--- src/rtl/food_placer.sv ---
// rtl/food_placer.sv - samples RNG candidates, scans snake body RAM, commits a collision-free food position
module food_placer #(
    parameter int MAX_LEN   = 64,
    parameter int ADDR_W    = 6,
    parameter int X_MIN     = 3,
    parameter int X_MAX     = 157,
    parameter int Y_MIN     = 3,
    parameter int Y_MAX     = 117,
    parameter int MAX_TRIES = 16
) (
    input  logic              clock,
    input  logic              reset,
    input  logic              place_req,
    input  logic [7:0]        rand_x,
    input  logic [6:0]        rand_y,
    input  logic [ADDR_W:0]   snake_len,
    output logic [ADDR_W-1:0] seg_addr,
    input  logic [7:0]        seg_x,
    input  logic [6:0]        seg_y,
    output logic [7:0]        food_x,
    output logic [6:0]        food_y,
    output logic              food_valid,
    output logic              busy,
    output logic              done,
    output logic              fail
);
    localparam int TRIES_W = $clog2(MAX_TRIES) + 1;

    localparam logic [7:0]         X_LO    = 8'(X_MIN);
    localparam logic [7:0]         X_HI    = 8'(X_MAX);
    localparam logic [6:0]         Y_LO    = 7'(Y_MIN);
    localparam logic [6:0]         Y_HI    = 7'(Y_MAX);
    localparam logic [TRIES_W-1:0] T_LIMIT = TRIES_W'(MAX_TRIES);
    localparam logic [ADDR_W:0]    L_MAX   = (ADDR_W+1)'(MAX_LEN);

    typedef enum logic [1:0] {IDLE, SAMPLE, SCAN} state_t;

    state_t              state;
    logic [7:0]          cand_x;
    logic [6:0]          cand_y;
    logic [TRIES_W-1:0]  tries;
    logic                pipe_valid;
    logic [ADDR_W-1:0]   pipe_idx;

    logic [TRIES_W-1:0]  tries_inc;
    logic [ADDR_W:0]     eff_len;
    logic [ADDR_W:0]     last_idx;
    logic                in_range;
    logic                hit;
    logic                at_last;

    // Candidate qualification and scan-progress terms derived from the current state
    always_comb begin
        tries_inc = tries + 1'b1;
        // A length beyond the RAM depth is treated as a full-length snake
        eff_len   = (snake_len > L_MAX) ? L_MAX : snake_len;
        last_idx  = eff_len - 1'b1;
        in_range  = (rand_x >= X_LO) && (rand_x <= X_HI) &&
                    (rand_y >= Y_LO) && (rand_y <= Y_HI);
        hit       = pipe_valid && (seg_x == cand_x) && (seg_y == cand_y);
        at_last   = pipe_valid && ({1'b0, pipe_idx} == last_idx);
    end

    assign busy = (state != IDLE);

    // Request FSM: sample, scan body RAM, retry on collision, commit or give up
    always_ff @(posedge clock) begin
        if (reset) begin
            state      <= IDLE;
            cand_x     <= '0;
            cand_y     <= '0;
            tries      <= '0;
            seg_addr   <= '0;
            pipe_valid <= 1'b0;
            pipe_idx   <= '0;
            food_x     <= '0;
            food_y     <= '0;
            food_valid <= 1'b0;
            done       <= 1'b0;
            fail       <= 1'b0;
        end else begin
            done <= 1'b0;
            fail <= 1'b0;
            case (state)
                IDLE: begin
                    if (place_req) begin
                        food_valid <= 1'b0;
                        tries      <= '0;
                        state      <= SAMPLE;
                    end
                end
                SAMPLE: begin
                    cand_x <= rand_x;
                    cand_y <= rand_y;
                    tries  <= tries_inc;
                    if (!in_range) begin
                        // Out-of-range draw counts as an attempt; give up once the budget is spent
                        if (tries_inc >= T_LIMIT) begin
                            done  <= 1'b1;
                            fail  <= 1'b1;
                            state <= IDLE;
                        end
                    end else if (eff_len == '0) begin
                        food_x     <= rand_x;
                        food_y     <= rand_y;
                        food_valid <= 1'b1;
                        done       <= 1'b1;
                        state      <= IDLE;
                    end else begin
                        seg_addr   <= '0;
                        pipe_valid <= 1'b0;
                        state      <= SCAN;
                    end
                end
                SCAN: begin
                    // Registered RAM: the data seen now belongs to the address issued last cycle
                    pipe_valid <= 1'b1;
                    pipe_idx   <= seg_addr;
                    if ({1'b0, seg_addr} < last_idx) begin
                        seg_addr <= seg_addr + 1'b1;
                    end
                    if (hit) begin
                        if (tries >= T_LIMIT) begin
                            done  <= 1'b1;
                            fail  <= 1'b1;
                            state <= IDLE;
                        end else begin
                            state <= SAMPLE;
                        end
                    end else if (at_last) begin
                        food_x     <= cand_x;
                        food_y     <= cand_y;
                        food_valid <= 1'b1;
                        done       <= 1'b1;
                        state      <= IDLE;
                    end
                end
                default: state <= IDLE;
            endcase
        end
    end
endmodule

--- config.mk ---
export PLATFORM = sky130hd
export DESIGN_NAME = food_placer
export DESIGN_NICKNAME = d
export VERILOG_FILES = /design/src/rtl/food_placer.sv
export SDC_FILE = /design/constraint.sdc
export NUM_CORES = 1
export LEC_CHECK = 0
export ABC_AREA = 1
export BUFFER_PORTS_ARGS = -buffer_cell sky130_fd_sc_hd__buf_2
export CAP_MARGIN = 40
export CORE_MARGIN = 2
export CORE_UTILIZATION = 50
export DETAILED_ROUTE_END_ITERATION = 8
export PLACE_DENSITY = 0.83
export SLEW_MARGIN = 5
export SYNTH_ARGS = -nofsm -noshare
export SYNTH_HDL_FRONTEND = slang
export SYNTH_SLANG_ARGS = --single-unit
export TNS_END_PERCENT = 100
--- constraint.sdc ---
create_clock -name clock -period 2.5 [get_ports clock]
set_clock_uncertainty 0.2 [all_clocks]
set_input_delay 0.5 -clock clock [delete_from_list [all_inputs] [get_ports clock]]
set_output_delay 0.5 -clock clock [all_outputs]
set_load 0.005 [all_outputs]
Yosys cells after proc, flatten, opt, wreduce, memory -nomap -nowiden
Index checks and enable logic that the tools add are counted.

Register bits after elaboration: 53. Input port bits: 40. Logic and storage cells: 99. Output and inout port bits: 25.

Eq/ne operators: 14. Add/sub/neg operators: 3. Reductions and logical operators: 18. Magnitude comparators: 8. Multiplexer cells: 44.

Operators by type and width (count): $mux 7 (5); $mux 8 (4); $mux 6 (3); $mux 1 (16); $pmux 8 s2 (1); $ne 2x2->1 const B (7); $pmux 7 s2 (1); $mux 2 (6); $pmux 6 s2 (1); $ge 5x5->1 const B (2); $pmux 5 s2 (1); $eq 8x8->1 (1); $ge 8x2->1 const B (1); $le 8x8->1 const B (1); $eq 6x7->1 (1); $eq 7x7->1 (1); $ge 7x2->1 const B (1); $gt 7x7->1 const B (1); $le 7x7->1 const B (1); $logic_not 7->1 (1); $lt 6x7->1 (1); $sub 7x1->7 const B (1); $add 6x1->6 const B (1); $logic_and 1x1->1 (6); other kinds (16) (22).

Logic depth before layout (Yosys ltp)
Depth in word-level cells: 8. Gate-level depth with buffers: 19. Gate-level depth less buffers: 18.

Worst setup path before layout
No wires, ideal clock.

Path kind: input -> register. Start: in snake_len[1]. End: reg seg_addr[1]. Path buffers: 0. Stages: 15. Required time: 2.168 ns. Library setup time: 0.132 ns. Path slack: -0.245 ns. Arrival time: 2.412 ns. Path through: nor2_2 nand3_2 nand2_4 nand2_2 ha_1 nand2_2 xor2_2 ha_1 a21o_1 a21oi_1 nand3_1 nand2_1 nand2_1 nand2_1 a21oi_1.

Word-level cells in the longest chain between the ends: 6. Elaborated cells on any way between the ends: 8. Those cells by class: add/sub (1); order compare (2); eq/ne (2); mux (1); reduce/logical (2).

Ends and longest elaborated chain: start: declaration (line 16) `input logic [ADDR_W:0] snake_len,`; $gt 7x7->1 (line 56) `eff_len = (snake_len > L_MAX) ? L_MAX : snake_len;`; $mux 7 (*) (line 56); $sub 7x1->7 (line 57) `last_idx = eff_len - 1'b1;`; $lt 6x7->1 (line 119) `if ({1'b0, seg_addr} < last_idx) begin`; $ne 2x2->1 (no line); $reduce_and 4->1 (no line) (*); end signal: assignment (line 120) `seg_addr <= seg_addr + 1'b1;`; end: declaration (line 17) `output logic [ADDR_W-1:0] seg_addr,`.

Every way passes the cells marked *; elsewhere a longest branch is shown, timed or not. A chain may end at the register's enable or synchronous reset.

Worst setup path after layout
Start: in snake_len[0]. End: reg food_x[4].

Word-level cells in the longest chain between the ends: 7. Elaborated cells on any way between the ends: 9. Those cells by class: add/sub (1); order compare (1); eq/ne (3); mux (1); reduce/logical (3).

Ends and longest elaborated chain: $gt 7x7->1 (line 56); $mux 7 (*) (line 56); $sub 7x1->7 (line 57); $eq 6x7->1 (line 61) `at_last = pipe_valid && ({1'b0, pipe_idx} == last_idx);`; $logic_and 1x1->1 (line 61); $ne 2x2->1 (no line); $reduce_and 5->1 (no line) (*); end signal: assignment (line 104) `food_x <= rand_x;`; end signal: assignment (line 131) `food_x <= cand_x;`; end: declaration (line 20) `output logic [7:0] food_x,`.

Marks and branches as above.

==> qor.txt <==
initial antenna violation count - 0
fin cells - 671
FFs w/ async S/R, synth - 0
crit path from - snake_len[0]
Synth-to-Final Area Change - 28.6%
Sink Count - 53
Critical Path Fanout Max - 15
fillers - 532
routed vias - 3,484
Hold Crit Class - in2reg
DRT iter0 DRCs - 274
WL per Instance - 12.5 um
setup ws final - -0.00899 ns
Final Hold Slack - 0.264 ns
outcome - finished, violations left
max_slew headroom - 0.627
Synthesized Nets - 560
row cnt - 29
CP Data Arrival Time - 2.53 ns
fmax - 399 MHz
total power - 3600 uW
Distinct cells, synth - 37
Hold Startpoint - rand_y[2]
clk buf depth - 2
chip width - 84.3 um
mapped cell area - 3230 um2
CP Cell Sequence - buf_8 -> nor2_4 -> nand3_2 -> nand2_4 -> nand2_4 -> ha_4 -> nand2_2 -> nand2_1 -> nor2_1 -> nand2_1 -> nor2_1 -> nand2_1 -> nor2_1 -> nand3_2 -> nand2_2 -> nand3_4 -> clkbuf_16 -> nor2_1 -> nor2_1
cell taking the most area after synthesis - dfxtp_1
worst r2r path cells - 9
num ports - 65
TritonCTS clock tree - yes
Crit. End Element - flip-flop
GRT Total Usage - 0.228
antenna viol nets, final - 0
largest net degree at the start of global routing - 36
Routability Congestion - 0.870
worst reg-to-reg setup slack - 0.42 ns
final period utilization - 1.00
Most used DFF post-synth - dfxtp_1
drt pass-1 iters - 5
Die Area - 7110 um2
sequential area share after synthesis - 0.329
total grt overflow - 0
crit path to - food_x[4]
final core occ - 0.661
final hold violations - 0
Worst-path clk slew - 0.11 ns
CP max-delay cell - ha_4
root buf cell - clkbuf_8
share of the synthesized area in the top cell type - 0.329
Hold Path Cell Cnt - 3
first-pass GRT wire length - 13.5 mm
ranking of synthesized cells by area - dfxtp_1 33%, nand2_1 13%, nor2_1 8.7%
worst r2r src - state[0]
commonest non-fill, non-tap cell in the layout - nand2_1
vias in the first global route - 3,079
RSZ-0062 raised after global routing - true
final worst path period need - 2.51 ns
hold buffers post-CTS - 0
Lkg Pwr - 0.00203 uW
Via-to-Cell Ratio - 5.19
failing checks - setup timing
DRC errors left - 0
Initial Util - 0.514
ant diodes - 0
power per cell area - 868 nW/um2
number of enable flip-flop cells after synthesis - 0
Maximum Capacitance Violations - 0
total CTS buffers - 5
slowest stage delay, CP - 0.25 ns
#FFs+latches synth - 53
critical path type - in2reg
Crit path top cell by count - nor2_1
final net count - 647
Final Max Tran Viols - 0
Least-Margin Pin Slew - 0.559 ns
I/O Buffers - 64
core box area - 6280 um2
Die Ht - 84.3 um
VDD IR max - 753 uV
commonest non-fill, non-tap cells in the layout - 102 x nand2_1, 69 x inv_1, 69 x nor2_1, 60 x buf_2, 53 x dfxtp_1
clock insertion delay at the later pin of the skew report - 0.31 ns
synth warn - 0
Syn Inst Count - 506
dpl cells - 659
endpoints failing setup - 1
startpoint type of the worst setup path - primary input
syn_area_per_cell - 6.38 um2
H-Tree Depth - 2
DP Wirelength - 6.16 mm
r2r endpoint - food_x[4]
CP required - 2.52 ns
drt total wl - 8.40 mm
layout cells sized above 1 - 0.242
-- how the worst min path moves through the flow --
stage            endpoint
2_1_floorplan    tries[0]
6_report        cand_y[2]
3_3_place_gp     tries[0]
5_1_grt         cand_x[0]
4_1_cts         cand_y[0]
3_5_place_dp   pipe_valid
-- critical path: cells and delay by family --
kind | cells | cell delay (ns)
fa+ha+maj | 1 | 0.25
buf+inv | 2 | 0.31
simple gates | 16 | 1.47
-- synth_stat cells (all sizes together) (2+ instances only) --
master  instances
nand4           9
xnor2           4
nor3            7
buf             7
o21ai          49
nand3b          2
nand2         119
a21oi          36
clkbuf         11
xor2            8
ha             14
dfxtp          53
inv            72
nand3          26
nor2           76
o22ai           2
-- layer usage --
layer | part of all wire | global-route usage
met4 | 0.023 | 0.0765
met3 | 0.067 | 0.0413
met5 | 0 | 0
met2 | 0.46 | 0.372
met1 | 0.45 | 0.305
-- cells by family (layout without fill, tap and decap cells) --
group	Yosys count	in the layout	synth area share
AO/OA/AOI/OAI	92	92	0.150
XOR/XNOR	12	12	0.0349
AND/OR/NAND/NOR	244	244	0.320
adder cells (fa/ha/maj)	14	14	0.0543
buffers and inverters	91	179	0.112
flip-flops	53	53	0.329
-- registers in the layout, indices dropped and copies added (netlist names) --
register and flops:
cand_x 8, food_x 8, cand_y 7, food_y 7, pipe_idx 6, seg_addr 6, tries 5, state 2
done 1, fail 1, food_valid 1, pipe_valid 1
-- power breakdown --
group / internal, uW / switching, uW / leakage, uW
sequential: 1070 / 149 / 0.000434
combinational: 757 / 1110 / 0.00155
clock: 204 / 311 / 0.0000423
-- metrics by stage --
| stage | cell area, um2 | TNS, ns | worst slack, ns |
|---|---|---|---|
| 5_1_grt | 4150 | -0.925 | -0.101 |
| 3_3_place_gp | 3870 | -3.09 | -0.197 |
| 3_5_place_dp | 3870 | -5.22 | -0.264 |
| 6_report | 4150 | -0.00899 | -0.00899 |
| 4_1_cts | 3970 | 0 | 0.0522 |
| 2_1_floorplan | 3280 | -0.283 | -0.0510 |
-- final cells by class --
type,count,area [um2],share of cell area
Timing Repair Buffer,98,681,0.164
Multi-Input combinational cell,362,1940,0.468
Inverter,73,274,0.0660
Clock buffer,5,68.8,0.0166
Sequential cell,53,1060,0.256
Clock inverter,3,26.3,0.00633
Tap cell,77,96.3,0.0232
-- repair_timing --
action | 4_1_cts | 5_1_grt
endpoints found under the setup margin | 0 | 23
gates resized for setup | 0 | 33
buffers inserted | 0 | 2
endpoints found under the hold margin | 0 | 0
Power figures use the tool's default switching activity.
